--- src/rtl/firebird7_in_gate1_tessent_tdr_len_w3.sv ---
// IJTAG test data register that feeds a select bit and a WIDTH-bit data word to a downstream mux.
// A sticky length_error flag reports whether the last update followed a shift of the wrong length.
module firebird7_in_gate1_tessent_tdr_len_w3 #(
    parameter int WIDTH = 3
) (
    input  logic             ijtag_tck,
    input  logic             ijtag_reset,
    input  logic             ijtag_sel,
    input  logic             ijtag_ce,
    input  logic             ijtag_se,
    input  logic             ijtag_ue,
    input  logic             ijtag_si,
    output logic             ijtag_so,
    input  logic [WIDTH-1:0] capture_data_in,
    output logic             ijtag_select,
    output logic [WIDTH-1:0] ijtag_data_out,
    output logic             length_error
);

    localparam int L  = WIDTH + 2;
    localparam int CW = $clog2(L + 2);

    localparam logic [CW-1:0] CNT_ZERO = {CW{1'b0}};
    localparam logic [CW-1:0] CNT_ONE  = CW'(1);
    localparam logic [CW-1:0] CNT_LEN  = CW'(L);
    localparam logic [CW-1:0] CNT_SAT  = CW'(L + 1);

    logic [L-1:0]     sr_r;
    logic [L-1:0]     sr_s;
    logic [CW-1:0]    cnt_r;
    logic [CW-1:0]    cnt_s;
    logic             select_r;
    logic             select_s;
    logic [WIDTH-1:0] data_r;
    logic [WIDTH-1:0] data_s;
    logic             err_r;
    logic             err_s;

    // Next-state selection: capture beats shift beats update, and nothing acts while deselected.
    always_comb begin
        sr_s     = sr_r;
        cnt_s    = cnt_r;
        select_s = select_r;
        data_s   = data_r;
        err_s    = err_r;
        if (!ijtag_sel) begin
            sr_s = sr_r;
        end else if (ijtag_ce) begin
            sr_s  = {err_r, capture_data_in, select_r};
            cnt_s = CNT_ZERO;
        end else if (ijtag_se) begin
            sr_s = {ijtag_si, sr_r[L-1:1]};
            // Saturate one past the legal length so an over-long shift can never wrap back to L.
            if (cnt_r != CNT_SAT) begin
                cnt_s = cnt_r + CNT_ONE;
            end else begin
                cnt_s = cnt_r;
            end
        end else if (ijtag_ue) begin
            cnt_s = CNT_ZERO;
            if (cnt_r == CNT_LEN) begin
                select_s = sr_r[0];
                data_s   = sr_r[WIDTH:1];
                err_s    = 1'b0;
            end else begin
                err_s = 1'b1;
            end
        end else begin
            sr_s = sr_r;
        end
    end

    // State registers with synchronous reset taking precedence over every scan operation.
    always_ff @(posedge ijtag_tck) begin
        if (ijtag_reset) begin
            sr_r     <= {L{1'b0}};
            cnt_r    <= CNT_ZERO;
            select_r <= 1'b0;
            data_r   <= {WIDTH{1'b0}};
            err_r    <= 1'b0;
        end else begin
            sr_r     <= sr_s;
            cnt_r    <= cnt_s;
            select_r <= select_s;
            data_r   <= data_s;
            err_r    <= err_s;
        end
    end

    assign ijtag_so       = sr_r[0];
    assign ijtag_select   = select_r;
    assign ijtag_data_out = data_r;
    assign length_error   = err_r;

endmodule

--- config.mk ---
export PLATFORM = sky130hd
export DESIGN_NAME = firebird7_in_gate1_tessent_tdr_len_w3
export DESIGN_NICKNAME = d
export VERILOG_FILES = /design/src/rtl/firebird7_in_gate1_tessent_tdr_len_w3.sv
export SDC_FILE = /design/constraint.sdc
export NUM_CORES = 1
export LEC_CHECK = 0
export ABC_AREA = 1
export ABC_CLOCK_PERIOD_IN_PS = 1300
export CORE_AREA = 2 2 42 44
export DETAILED_ROUTE_END_ITERATION = 8
export DIE_AREA = 0 0 44 46
export HOLD_SLACK_MARGIN = 0.08
export PLACE_DENSITY = 0.72
export SETUP_SLACK_MARGIN = 0.3
export SLEW_MARGIN = 20
export SYNTH_ARGS = -nofsm -noshare
export SYNTH_HDL_FRONTEND = slang
export SYNTH_SLANG_ARGS = --single-unit
--- constraint.sdc ---
create_clock -name ijtag_tck -period 1.3 [get_ports ijtag_tck]
set_input_delay 0.195 -clock ijtag_tck [delete_from_list [all_inputs] [get_ports ijtag_tck]]
set_output_delay 0.195 -clock ijtag_tck [all_outputs]
set_load 0.03 [all_outputs]
After elaboration in Yosys (flattened, before gate mapping)

Index checks and enable logic that the tools add are counted.

Add/sub/neg operators: 1
Reductions and logical operators: 6
Equality and inequality tests: 3
Muxes and demuxes: 7
Bitwise operators: 2

Operators with widths:

| operator                                               | number |
|---|---|
| 2-to-1 mux 3 bit                                       | 4 |
| 2-to-1 mux 5 bit                                       | 2 |
| AND reduction 5 bit                                    | 1 |
| AND reduction 4 bit                                    | 1 |
| adder 3 x 1 -> 3 bit (second input constant)           | 1 |
| == test 3 bit (second input constant)                  | 1 |
| inequality test 3 x 2 -> 1 bit (second input constant) | 1 |
| inequality test 3 bit (second input constant)          | 1 |
| AND reduction 3 bit                                    | 1 |
| nonzero test 3 bit                                     | 1 |
| NOT 1 bit                                              | 2 |
| AND reduction 2 bit                                    | 1 |
| nonzero test 2 bit                                     | 1 |
| 2-to-1 mux 1 bit                                       | 1 |

Input port bits: 10
Flip-flop bits (word level): 13

Longest topological paths before layout

Gate-level depths: netlist of the first run.

Word-level depth: 4
Depth in mapped cells: 7

Least setup slack after synthesis of the first run

Ideal clock, no wire load.

Kind: register -> register
From: register cnt_r[0]
To: register cnt_r[2]
Clock period less this slack: 1025 ps
Slack: 275 ps
Setup time: 111 ps
Buffers on the path: 0
Arrival time: 914 ps
Cell stages (with the launch flop): 7
Required time: 1189 ps
Cells stage by stage: dfxtp_1 -> inv_1 -> ha_1 -> nand4_4 -> nand3_1 -> nand2_1 -> nor2_1

Longest elaborated chain between the ends: 4
Elaborated cells on any way between the ends: 7

Ends and longest elaborated chain:

| element                  | line | text |
|---|---|---|
| start: declaration       | 30   | `logic [CW-1:0] cnt_r;` |
| start signal: assignment | 83   | `cnt_r <= cnt_s;` |
| adder 3 x 1 -> 3 bit     | 55   | `cnt_s = cnt_r + CNT_ONE;` |
| 2-to-1 mux 3 bit         | 54   | `if (cnt_r != CNT_SAT) begin` |
| 2-to-1 mux 3 bit         | 51   | `end else if (ijtag_se) begin` |
| 2-to-1 mux 3 bit         | 48   | `end else if (ijtag_ce) begin` |

Several ways; a longest one is shown, not always the timed one. The select of a mux whose other input is x is not followed.
A chain may end at the register's enable or synchronous reset.

Worst setup path in the final report of the first run

From: register cnt_r[1]
To: register data_r[2], in the netlist ijtag_data_out[2]

Longest elaborated chain between the ends: 2

Ends and longest elaborated chain:

| element                              | line | text |
|---|---|---|
| == test 3 bit                        | 61   | `if (cnt_r == CNT_LEN) begin` |
| AND reduction 5 bit (no source line) | --   |  |
| end signal: assignment               | 79   | `data_r <= {WIDTH{1'b0}};` |
| end signal: assignment               | 85   | `data_r <= data_s;` |
| end: declaration                     | 34   | `logic [WIDTH-1:0] data_r;` |

Every way passes these cells.

==> flow_summary_export.csv, run 1 <==
group,metric,value,unit
run_status,status,"complete, no violations",
final_layout,multi_input_area,435.4,um2
route,drtIter0Drc,7,
yosys,synth_top_family_by_area,"simple AND/OR/NAND/NOR gates",
die,fp.dieH,46,um
yosys,synth_top_area_frac,0.3775,
setup_path,start_kind,"register",
final_layout,fin_util,0.6388,
setup_path,r2r_slack,0.24,ns
setup_path,required,1.47,ns
die,core_area,1614,um2
clock_tree,cts.sinks,13,
final_layout,seq_area,271.5,um2
global_route,gr-total-overflow,0,
yosys,ys_top_cells_by_area,"dfxtp_1 (38%), nand2_1 (12%), a21oi_1 (7.3%)",
global_route,grt_pass1_vias,665,
setup_path,end_kind,"register",
sta,fin_worst_skew,0.002210,ns
sta,maxSlewViolCount,0,
sta,hold_viol,0,
sta,grt_setup_unrepaired,"true",
sta,fmax,946.8,MHz
min_path,hold_path.class,"reg -> reg",
yosys,synth_seq_cells,13,
clock_tree,post-cts-setup-buffers,0,
yosys,netlist_instances,92,
yosys,synth.avg_cell_area,7.494,um2
route,via_per_inst,5.029,
setup_path,crit_fanout,6,
clock_tree,clock-root-buffer,"clkbuf_4",
yosys,synth-simple-area-share,0.3122,
yosys,synth.largest_area_cell,"dfxtp_1",
power_and_ir_drop,vdd_drop_max,0.0005508,V
setup_path,critPathArrivalTime,1.23,ns
clock_tree,insertion_delay,0.27,ns
placed_design,place_ws,-0.2230,ns
final_layout,final_nets,134,
placed_design,post-dp-hpwl,1.175,mm
final_layout,nFillCells,146,
yosys,ys_types,19,
die,die_width,44,um
setup_path,crit_type,"reg -> reg",
final_layout,area.growth.synth_to_final,49.55,%
clock_tree,cts_tree,"built",
placed_design,place_area,929.6,um2
sta,setup_viol,0,
yosys,ys_seq_area_frac,0.3775,
final_layout,drive_gt1_frac,0.4500,
route,drt-wirelength-per-cell,11.53,um
die,initial_core_util,0.4271,
clock_tree,clock_path_buffers,2,
clock_tree,clkTransAtPathRegs,0.08,ns
placed_design,routabilityCongestion,0.7167,
run,maxCapViolations,0,
global_route,groute.usage.overall,0.1851,
route,wirelength,1.579,mm
sta,post-route-min-period,1.056,ns
global_route,grt_pass1_wl,2.670,mm
route,first_pass_iters,4,
yosys,mappedNetlistArea,689.4,um2
sta,fin_crit_sh,0.8124,
yosys,ys.warnings.count,0,
sta,worst_slew_pin_slew,0.3995,ns
sta,fin_setup_tns,0,ns
power_and_ir_drop,p_per_area,837.3,nW/um2
yosys,synthAdderAreaFrac,0.05445,
placed_design,io_buffers,15,
global_route,antenna_found_initial,0,
yosys,yosys.area_share.xor_xnor,0,
yosys,synthMuxAreaShare,0,
die,die_area,2024,um2
die,rows,15,
yosys,synth-compound-area-share,0.1652,
global_route,grt_max_degree,10,
sta,fin_ws,0.2438,ns
die,io_pins,16,
clock_tree,htreeDepth,1,
final_layout,diodes,0,
route,vias,689,
route,ant_nets,0,
sta,relSlewSlack,0.7328,
final_layout,final_cell_area,1031,um2
yosys,syn-num-nets,105,
power_and_ir_drop,leakage,0.4630,nW
clock_tree,cts_buffers,3,
route,drc,0,
==> sequential cells by signal, indices dropped and copies added, names as in the netlist <==
register / flops
cnt_r: 3
length_error: 1
ijtag_data_out: 3
sr_r: 5
ijtag_select: 1
==> report_power, final <==
part	switching, mW	leakage [nW]	internal (mW)
Combinational	0.0933	0.339	0.0865
Sequential	0.0181	0.109	0.416
Clock	0.130	0.0150	0.119
Total	0.242	0.463	0.621
==> cells in the mapped netlist <==
cell	number
a211oi_1	1
a21oi_1	10
buf_6	1
dfxtp_1	13
ha_1	3
inv_1	11
inv_2	1
inv_4	1
nand2_1	22
nand2_2	1
nand2_4	1
nand3_1	7
nand3_2	1
nand4_4	1
nor2_1	7
nor2_2	1
nor3_4	1
o21ai_0	8
o21ai_4	1
==> cell families (layout without fill, tap and decap cells) <==
| group | after synthesis | after routing |
|---|---|---|
| flops | 13 | 13 |
| fa+ha+maj | 3 | 3 |
| buf+inv | 14 | 42 |
| compound gates | 20 | 20 |
| simple gates | 42 | 42 |
==> what timing repair did <==
item / in CTS / in global routing
setup endpoints to repair: 19 / 13
hold endpoints to repair: 0 / 0
resized for setup: 47 / 32
hold buffers: 0 / 0
pin swaps: 8 / 12
==> routing by layer <==
layer  vias up  part of all wire  GRT usage
met5         -                 0          0
met4         0             0.016    0.09091
met3         4             0.025    0.04762
met2         8              0.54     0.3382
met1       318              0.42     0.1961
li1        359                 -          -
==> worst paths after layout <==
path / startpoint / endpoint / cells after the start
worst max-delay path: cnt_r[1] / ijtag_data_out[2] / 7
worst min-delay path: ijtag_data_out[2] / ijtag_data_out[2] / 2
worst max register to register: cnt_r[1] / ijtag_data_out[2] / 7
worst min register to register: ijtag_data_out[2] / ijtag_data_out[2] / 2
==> per-stage QoR <==
step / hold WS (ns) / power, mW / cells
2_1_floorplan: 0.2641 / 0.5217 / 92
6_report: 0.4575 / 0.8633 / 137
3_5_place_dp: 0.4463 / 0.6015 / 133
5_1_grt: 0.4760 / 0.9174 / 137
3_3_place_gp: 0.4467 / 0.5960 / 133
4_1_cts: 0.4555 / 0.8516 / 137
==> worst max-delay path: stages (launching register included) <==
cell and delay, ns:
dfxtp_4 0.37, inv_2 0.05, ha_2 0.15, nand2_2 0.06
inv_4 0.11, nand2_4 0.07, nand2_1 0.08, a21oi_1 0.06
==> cells in the final DEF (no fill, tap or decap), drive strengths merged <==
master         count
nor3               1
clkdlybuf4s50      5
a21oi             10
dfxtp             13
nand2             24
nor2               8
clkbuf             4
buf               16
o21ai              9
ha                 3
dlygate4sd2        4
nand3              8
inv               13
nand4              1
a211oi             1
==> layout make-up <==
cell class,count,area share
inverter,13,0.05461
multi-input combinational,65,0.4223
tap,17,0.02063
sequential,13,0.2633
clock buffer,4,0.02549
timing repair buffer,25,0.2136
Power figures use the tool's default switching activity.
==> inputs of run 2 (changes only) <==
--- a/config.mk
+++ b/config.mk
@@ -6,7 +6,7 @@
 export NUM_CORES = 1
 export LEC_CHECK = 0
 export ABC_AREA = 1
-export ABC_CLOCK_PERIOD_IN_PS = 1300
+export ABC_CLOCK_PERIOD_IN_PS = 1000
 export CORE_AREA = 2 2 42 44
 export DETAILED_ROUTE_END_ITERATION = 8
 export DIE_AREA = 0 0 44 46
==> constraint.sdc (replaced) <==
create_clock -name ijtag_tck -period 1 [get_ports ijtag_tck]
set_input_delay 0.15 -clock ijtag_tck [delete_from_list [all_inputs] [get_ports ijtag_tck]]
set_output_delay 0.15 -clock ijtag_tck [all_outputs]
set_load 0.03 [all_outputs]
==> run 2 against run 1 <==
  * The run now ends with negative setup slack left
  * Cell count grew 4.4%
  * Critical path depth stayed put
  * Setup slack lost 0.28 ns
  * Non-clock buffer count grew 5
  * Worst hold slack got worse by 0.20 ns
  * Clock skew about the same
  * Combinational power rose by 43%
  * Design area up 8.0%
  * Power increased by 35%
  * Register-to-register slack got worse by 0.28 ns
  * First-iteration DRC count increased by 14%
  * Via count rose by 3.0%
  * Critical path type unchanged
==> flow_summary_export.csv, run 2 (synthesis gave the netlist of run 1 again) <==
group,metric,value,unit
run_status,status,"finished, violations left",
power_and_ir_drop,p_per_area,1046,nW/um2
setup_path,start_kind,"register",
route,drtIter0Drc,8,
route,wirelength,1.784,mm
final_layout,nFillCells,134,
setup_path,end_kind,"register",
placed_design,dp_cells,130,
sta,fin_worst_skew,0.002283,ns
clock_tree,postCtsHoldBufs,0,
power_and_ir_drop,leakage,0.4933,nW
die,die_width,44,um
final_layout,regMostFlops,"sr_r",
setup_path,crit_path_start,"cnt_r[1]",
power_and_ir_drop,vdd_drop_max,0.0007458,V
route,vias,710,
global_route,antenna_found_initial,0,
placed_design,place_area,940.9,um2
route,via_per_inst,4.965,
final_layout,area.growth.synth_to_final,61.52,%
route,first_pass_iters,4,
global_route,grt_pass1_wl,2.670,mm
sta,setup_viol,7,
sta,grt_setup_unrepaired,"true",
setup_path,required,1.21,ns
route,ant_nets,0,
placed_design,place_ws,-0.4793,ns
clock_tree,clock_path_buffers,2,
global_route,grt_max_degree,11,
sta,maxSlewViolCount,0,
final_layout,drive_gt1_frac,0.5635,
global_route,groute.usage.overall,0.1922,
clock_tree,clock-root-buffer,"clkbuf_4",
die,io_pins,16,
min_path,hp-start,"ijtag_se",
route,drt-wirelength-per-cell,12.48,um
route,drc,0,
die,fp.dieH,46,um
clock_tree,cts.sinks,13,
setup_path,critPathArrivalTime,1.25,ns
clock_tree,insertion_delay,0.28,ns
final_layout,diodes,0,
setup_path,crit_type,"reg -> reg",
sta,worst_slew_pin_slew,0.3827,ns
sta,fin_setup_tns,-0.2080,ns
min_path,hold_path.class,"in -> reg",
final_layout,final_nets,140,
run,maxCapViolations,0,
placed_design,routabilityCongestion,0.8348,
global_route,grt_pass1_vias,639,
run_status,violations,"negative setup slack",
power_and_ir_drop,fin_total_pwr,1.165,mW
clock_tree,cts_buffers,3,
placed_design,post-dp-hpwl,1.091,mm
die,die_area,2024,um2
placed_design,io_buffers,15,
sta,fin_crit_sh,1.041,
final_layout,final_common_cell,"nand2_1",
die,core_area,1614,um2
die,initial_core_util,0.4271,
setup_path,rr_startpoint,"cnt_r[1]",
final_layout,largest_register_ff_count,5,
global_route,gr-total-overflow,0,
setup_path,crit_fanout,6,
clock_tree,htreeDepth,1,
sta,fmax,960.8,MHz
final_layout,final_cell_area,1114,um2
clock_tree,cts_tree,"built",
sta,hold_viol,0,
final_layout,final_cells,143,
die,rows,15,
final_layout,final_cell_mix,"nand2_1 (18), buf_4 (11), buf_6 (10)",
sta,fin_ws,-0.04076,ns
sta,relSlewSlack,0.7440,
clock_tree,clkTransAtPathRegs,0.09,ns
sta,post-route-min-period,1.041,ns
## run 2: changes by cell type in the layout (fill, tap and decap cells not counted), sizes merged
cell,delta
buf,+7
clkdlybuf4s50,-1
clkinvlp,+1
dlygate4sd2,-1
## run 2: layer usage
layer / share of wire / up-vias / track usage
met1: 0.42 / 327 / 0.2193
met4: 0.015 / 0 / 0.09091
met2: 0.54 / 11 / 0.3265
li1: - / 370 / -
met5: 0 / - / 0
met3: 0.032 / 2 / 0.05952
## run 2: per-stage QoR
stage	util	hold WS, ns
after floorplan	-	0.2117
after global placement	0.5829	0.4591
after detailed placement	0.5829	0.4520
after CTS	0.6620	0.2480
after global routing	0.6899	0.2722
final	0.6899	0.2573
## run 2: area by class of cell
type | count | area [um2] | area share
clock buffer | 4 | 26.28 | 0.02360
timing repair inverter | 1 | 5.005 | 0.004494
sequential | 13 | 281.5 | 0.2528
tap | 17 | 21.27 | 0.01910
multi-input combinational | 65 | 451.7 | 0.4056
timing repair buffer | 30 | 271.5 | 0.2438
inverter | 13 | 56.30 | 0.05056
## run 2: what timing repair did
item | 4_1_cts | 5_1_grt
setup buffers | 6 | 2
hold endpoints to repair | 0 | 0
endpoints found under the setup margin | 19 | 19
cloned | 1 | 0
pin swaps | 12 | 10
gates resized for setup | 41 | 9
## run 2: worst paths after layout
| check | end | slack [ns] | cells past startpoint |
|---|---|---|---|
| worst max-delay path | ijtag_data_out[1] | -0.04 | 7 |
| worst min-delay path | ijtag_select | 0.26 | 4 |
| worst max register to register | ijtag_data_out[1] | -0.04 | 7 |
| worst min register to register | ijtag_data_out[0] | 0.46 | 2 |
## run 2: where the power goes
| part | internal [mW] | total (mW) | switching, mW |
|---|---|---|---|
| combinational | 0.126 | 0.258 | 0.132 |
| sequential | 0.541 | 0.564 | 0.0237 |
| clock | 0.155 | 0.342 | 0.187 |
| total | 0.822 | 1.16 | 0.343 |
## run 2: critical path: stages, from the launching register on
cell,delay [ns]
dfxtp_4,0.39
inv_2,0.05
ha_4,0.15
nand2_2,0.08
inv_4,0.06
nand2_4,0.07
nand2_2,0.05
a21oi_2,0.13
==> inputs of run 3 (changes only) <==
--- a/config.mk
+++ b/config.mk
@@ -13,7 +13,7 @@
 export HOLD_SLACK_MARGIN = 0.08
 export PLACE_DENSITY = 0.72
 export SETUP_SLACK_MARGIN = 0.3
-export SLEW_MARGIN = 20
+export SLEW_MARGIN = 25
 export SYNTH_ARGS = -nofsm -noshare
 export SYNTH_HDL_FRONTEND = slang
 export SYNTH_SLANG_ARGS = --single-unit
==> results of run 3 <==
Final layout, timing and power as in run 2 (identical DEF).
==> edit 1: new RTL, config.mk and constraints of run 1 <==
Register the output `ijtag_so`, cleared by the reset; this adds one clock of latency there. The other outputs are not delayed to match.
--- a/src/rtl/firebird7_in_gate1_tessent_tdr_len_w3.sv
+++ b/src/rtl/firebird7_in_gate1_tessent_tdr_len_w3.sv
@@ -88,5 +88,11 @@
     end
 
-    assign ijtag_so       = sr_r[0];
+    always_ff @(posedge ijtag_tck) begin
+        if (ijtag_reset) begin
+            ijtag_so <= '0;
+        end else begin
+            ijtag_so <= sr_r[0];
+        end
+    end
     assign ijtag_select   = select_r;
     assign ijtag_data_out = data_r;
Function: changed (Yosys sat finds a counterexample within 4 cycles, from zero or initial values and one cycle with ijtag_reset high).
==> edit 1 against run 1 <==
  * Final area rose by 6.4%
  * Total power rose by 13%
  * Synthesized area rose by 8.5%
  * Sequential cell count rose by 1
  * Maximum frequency fell by 4.6%
  * Routed wire length rose by 6.3%
  * Global-route usage rose by 0.73 points
  * Non-clock buffer count did not move
  * Worst setup slack got worse by 51 ps
  * Largest cell class unchanged
  * Largest power group unchanged
  * Highest routed layer unchanged
==> edit 1: results (changes against run 1) <==
* Outcome: completed (unchanged)
* I/O Buffers at 15 (unchanged)
* Initial antenna violation count at 0 (unchanged)
* First-pass GRT wire length at 2860 um (was 2670 um)
* MaxCap Viol Count at 0 (unchanged)
* Post-Place Cells at 141 (was 133)
* Fillcell total at 138 (was 146)
* Total GRT Usage at 19.2% (was 18.5%)
* Clock Latency Late Sink at 290 ps (was 270 ps)
* Worst slack, placed at -184 ps (was -223 ps)
* CP Max Fanout at 3 (was 6)
* Detailed-route via count at 713 (was 689)
* Biggest register: sr_r (unchanged)
* Largest net degree at the start of global routing at 12 (was 10)
* Root Buffer: clkbuf_4 (unchanged)
* Worst Tran Pin Value at 347 ps (was 400 ps)
* Arrival @ worst endpoint at 1300 ps (was 1230 ps)
* Routability cong. at 0.735 (was 0.717)
* Gr ovfl total at 0 (unchanged)
* Met3 wire len at 71 um (was 39 um)
* Vias in the first global route at 689 (was 665)
* Longest Clk Path Bufs at 2 (unchanged)
* H-tree depth at 1 (unchanged)
* Uppermost layer routed: met4 (unchanged)
* Final Skew at 5.39 ps (was 2.21 ps)
* Leak at 0.549 nW (was 0.463 nW)
* Reg clk slew, reported paths at approximately 90 ps
* Initial DRC count at 12 (was 7)
* # diodes at 0 (unchanged)
* Max VDD drop at 0.958 mV (was 0.551 mV)
* Hold WC Path Type: reg2reg (unchanged)
* Netlist cell types at 17 (was 19)
* Largest cells by area after synthesis: dfxtp_1, nand2_1, inv_1 (was dfxtp_1, nand2_1, a21oi_1)
* Largest register FFs at 5 (unchanged)
* Register area share after synthesis at 37.5% (was 37.7%)
* Routed wl met2 at 889 um (was 853 um)
* HPWL Detailed at 1130 um (was 1180 um)
* Mean Syn Cell Area at 7.19 um^2 (was 7.49 um^2)
* CTS Buf Count at 3 (unchanged)
* Yosys warnings at 0 (unchanged)
* Layout cells sized above 1 at 34.1% (was 45.0%)
* Synth cell count leaders: nand2_1, inv_1, dfxtp_1, nor2_1, o21ai_0 (was nand2_1, dfxtp_1, inv_1)
* Non-Filler Instances at 149 (was 137)
* Routed length per instance at 11.3 um (was 11.5 um)
* Synthesized Nets at 117 (was 105)
* M1 WL at 705 um (was 660 um)
## edit 1: cell types whose count changed after synthesis
cell | before | now
nor2_1 | 7 | 14
nand3_1 | 7 | 3
inv_2 | 1 | 0
a21oi_1 | 10 | 6
dfxtp_1 | 13 | 14
o21ai_0 | 8 | 7
clkbuf_4 | 0 | 1
inv_1 | 11 | 18
nand4_4 | 1 | 2
nand2_1 | 22 | 28
nor2_2 | 1 | 2
nor3_4 | 1 | 0
nand2_2 | 1 | 0
## edit 1: layout make-up
type / count / share of cell area, %
flip-flops and latches: 14 / 26.7
inverters: 19 / 7.18
multi-input cells: 70 / 39.0
well taps: 17 / 1.94
clock buffers: 4 / 3.31
repair buffers: 25 / 21.9
## edit 1: worst paths after layout
path,from,endpoint,slack [ps],cells after the start
hold reg to reg,sr_r[2]$_SDFFE_PP0P_,sr_r[2]$_SDFFE_PP0P_,470,2
setup / recovery,cnt_r[1]$_SDFFE_PP0P_,cnt_r[2]$_SDFFE_PP0P_,190,7
hold / removal,sr_r[2]$_SDFFE_PP0P_,sr_r[2]$_SDFFE_PP0P_,470,2
setup reg to reg,cnt_r[1]$_SDFFE_PP0P_,cnt_r[2]$_SDFFE_PP0P_,190,7
## edit 1: worst max-delay path, stage by stage, from the launching register on
cell	delay, ps
dfxtp_4	390
buf_12	110
ha_2	180
nand2_1	60
nand2_1	90
nand3_2	80
nand2_1	60
nor2_1	40
## edit 1: logic make-up (layout without fill, tap and decap cells)
kind of cell / count (synthesis) / count (layout) / share of synthesized area (%)
DFF: 14 / 14 / 37.5
adders and majority gates: 3 / 3 / 5.02
and+or+nand+nor: 51 / 51 / 33.3
buffers and inverters: 21 / 48 / 12.4
AOI/OAI and AO/OA: 15 / 16 / 11.9
## edit 1: timing repair
action	4_1_cts	5_1_grt
setup buffers	1	2
gates resized for setup	50	13
cloned	1	0
pin swaps	10	6
endpoints found under the setup margin	19	14
## edit 1: where the power goes
group | internal [mW] | leakage, nW | switching, mW
sequential | 0.447 | 0.118 | 0.0178
clock | 0.171 | 0.0210 | 0.148
combinational | 0.0949 | 0.410 | 0.0972
## edit 1: per-stage QoR
| stage | util (%) | power (mW) | instance area [um^2] |
|---|---|---|---|
| floorplan | - | 0.564 | 757 |
| CTS | 65.2 | 0.967 | 1050 |
| finish | 68.0 | 0.976 | 1100 |
| detailed placement | 59.6 | 0.632 | 962 |
| global placement | 59.6 | 0.627 | 962 |
| global route | 68.0 | 1.02 | 1100 |
## edit 1: layer usage
layer,vias to the layer above,GRT usage [%]
li1,379,-
met1,318,21.2
met2,14,35.9
met3,2,6.35
met4,0,3.64
met5,-,0
==> edit 2: new RTL, settings of run 1 <==
Without the edit above. Set the parameter `WIDTH` to 2 (it was 3).
--- a/src/rtl/firebird7_in_gate1_tessent_tdr_len_w3.sv
+++ b/src/rtl/firebird7_in_gate1_tessent_tdr_len_w3.sv
@@ -2,5 +2,5 @@
 // A sticky length_error flag reports whether the last update followed a shift of the wrong length.
 module firebird7_in_gate1_tessent_tdr_len_w3 #(
-    parameter int WIDTH = 3
+    parameter int WIDTH = 2
 ) (
     input  logic             ijtag_tck,
Interface: changed (resized capture_data_in and ijtag_data_out); port bits go from 16 to 14. No check against the original RTL was run, so the function may have changed too.
==> edit 2 against run 1 <==
  * Count of clock-buffer cells in the layout unchanged
  * Total power down 11%
  * Cell count down 12%
  * Routed wire length down 13%
  * Sequential share of layout area down 1.5 points
  * Worst setup slack better by 29 ps
  * Sequential cell count down 2
  * Die area unchanged
  * Synthesized cell count down 12%
  * Synthesized area down 14%
  * Final area down 10%
  * Largest power group unchanged
==> edit 2: results (changes against run 1) <==
* Outcome: completed (unchanged)
* Largest register FFs at 4 (was 5)
* H-tree depth at 1 (unchanged)
* Crit path max-delay cell type: dfxtp_4 (unchanged)
* Initial antenna violation count at 0 (unchanged)
* Synth cell count leaders: nand2_1, dfxtp_1, inv_1 (unchanged)
* Async set or reset register ratio after synthesis at 0% (unchanged)
* Longest Clk Path Bufs at 2 (unchanged)
* Synthesized Nets at 93 (was 105)
* Final Skew at 1.57 ps (was 2.21 ps)
* Total GRT Usage at 15.4% (was 18.5%)
* WL final at 1370 um (was 1580 um)
* Reg clk slew, reported paths at 70 ps
* CP Max Fanout at 6 (unchanged)
* Worst reg2reg endpoint: cnt_r[0]$_SDFFE_PP0P_ (was ijtag_data_out[2]$_SDFFE_PP0P_)
* Root Buffer: clkbuf_4 (unchanged)
* # diodes at 0 (unchanged)
* HPWL Detailed at 960 um (was 1180 um)
* Largest cells by area after synthesis: dfxtp_1, nand2_1, a21oi_1 (unchanged)
* Crit share post-route at 79.0% (was 81.2%)
* RR Startpoint: cnt_r[0]$_SDFFE_PP0P_ (was cnt_r[1]$_SDFFE_PP0P_)
* Worst slack, placed at -163 ps (was -223 ps)
* Relative slew margins at 77.3% (was 73.3%)
* Netlist cell types at 18 (was 19)
* Nets at 117 (was 134)
* CP peak stage delay at 400 ps (was 370 ps)
* Layout cells sized above 1 at 41.3% (was 45.0%)
* Biggest register: sr_r (unchanged)
* Primary FF master, synth: dfxtp_1 (unchanged)
* First-pass GRT wire length at 2220 um (was 2670 um)
* Leak at 0.402 nW (was 0.463 nW)
* Area after DPL at 785 um^2 (was 930 um^2)
* Vias in the first global route at 527 (was 665)
* FF-to-FF setup slack at 270 ps (was 240 ps)
* Clock Latency Late Sink at 260 ps
* Routability cong. at 0.784 (was 0.717)
* I/O Buffers at 13 (was 15)
* Initial DRC count at 7 (unchanged)
* Worst hold slack at 468 ps (was 457 ps)
* Max VDD drop at 0.487 mV (was 0.551 mV)
* Kind of critical path: reg2reg (unchanged)
* CTS Buf Count at 3 (unchanged)
* CP top delay family: flip-flops (unchanged)
* Detailed-route via count at 595 (was 689)
* Largest net degree at the start of global routing at 9 (was 10)
* Arrival @ worst endpoint at 1180 ps (was 1230 ps)
* Yosys warnings at 0 (unchanged)
* Hold WC Path Type: reg2reg (unchanged)
* DR pass1 iterations at 4 (unchanged)
* Register area share after synthesis at 37.1% (was 37.7%)
* Worst reg2reg path depth at 4 (was 7)
edit 2: kinds of logic (layout without fill, tap and decap cells):
| kind of cell | Yosys count | count (layout) | share of synthesized area (%) |
|---|---|---|---|
| adders and majority gates | 3 | 3 | 6.33 |
| buffers and inverters | 12 | 35 | 8.86 |
| and+or+nand+nor | 39 | 39 | 31.9 |
| DFF | 11 | 11 | 37.1 |
| AOI/OAI and AO/OA | 16 | 16 | 15.8 |
edit 2: what timing repair did:
| action | CTS | global route |
|---|---|---|
| gates cloned | 0 | 0 |
| endpoints found under the setup margin | 16 | 15 |
| pin swaps | 12 | 7 |
| hold buffers | 0 | 0 |
| gates resized for setup | 46 | 25 |
| setup buffers | 2 | 0 |
edit 2: report_power, final:
part / switching, mW / internal [mW] / leakage [nW]
Clock: 0.109 / 0.119 / 0.0150
Combinational: 0.0903 / 0.0841 / 0.295
Sequential: 0.0166 / 0.353 / 0.0928
Total: 0.216 / 0.556 / 0.402
edit 2: final cells by class:
type	instances	area, um^2
fillers	133	686
multi-input cells	58	402
flip-flops and latches	11	230
repair buffers	20	200
inverters	11	48.8
clock buffers	4	26.3
well taps	17	21.3
edit 2: routing by layer:
layer	track usage, %	part of all wire [%]	up-vias	wire length (um)
met5	0	0	-	0
met4	8.48	0.87	0	12
met3	6.35	4.5	2	62
met2	22.9	49	12	677
met1	18.8	45	272	621
li1	-	-	309	-
edit 2: stage by stage:
stage,instances,setup TNS (ps)
2_1_floorplan,81,0
3_3_place_gp,115,-1110
3_5_place_dp,115,-1250
4_1_cts,121,0
5_1_grt,121,0
6_report,121,0
edit 2: how the worst min path moves through the flow:
| stage | from | end | cells past startpoint |
|---|---|---|---|
| after floorplan | ijtag_reset | ijtag_data_out[0]$_SDFFE_PP0P_ | 1 |
| after global placement | ijtag_data_out[0]$_SDFFE_PP0P_ | ijtag_data_out[0]$_SDFFE_PP0P_ | 2 |
| after detailed placement | ijtag_data_out[0]$_SDFFE_PP0P_ | ijtag_data_out[0]$_SDFFE_PP0P_ | 2 |
| after CTS | ijtag_data_out[0]$_SDFFE_PP0P_ | ijtag_data_out[0]$_SDFFE_PP0P_ | 2 |
| after global routing | ijtag_ue | length_error$_SDFFE_PP0P_ | 4 |
| final | ijtag_data_out[0]$_SDFFE_PP0P_ | ijtag_data_out[0]$_SDFFE_PP0P_ | 2 |
edit 2: worst min-delay path, stage by stage (launching register included):
cell and delay [ps]:
dfxtp_2 330, nand2_1 60, a21oi_1 50
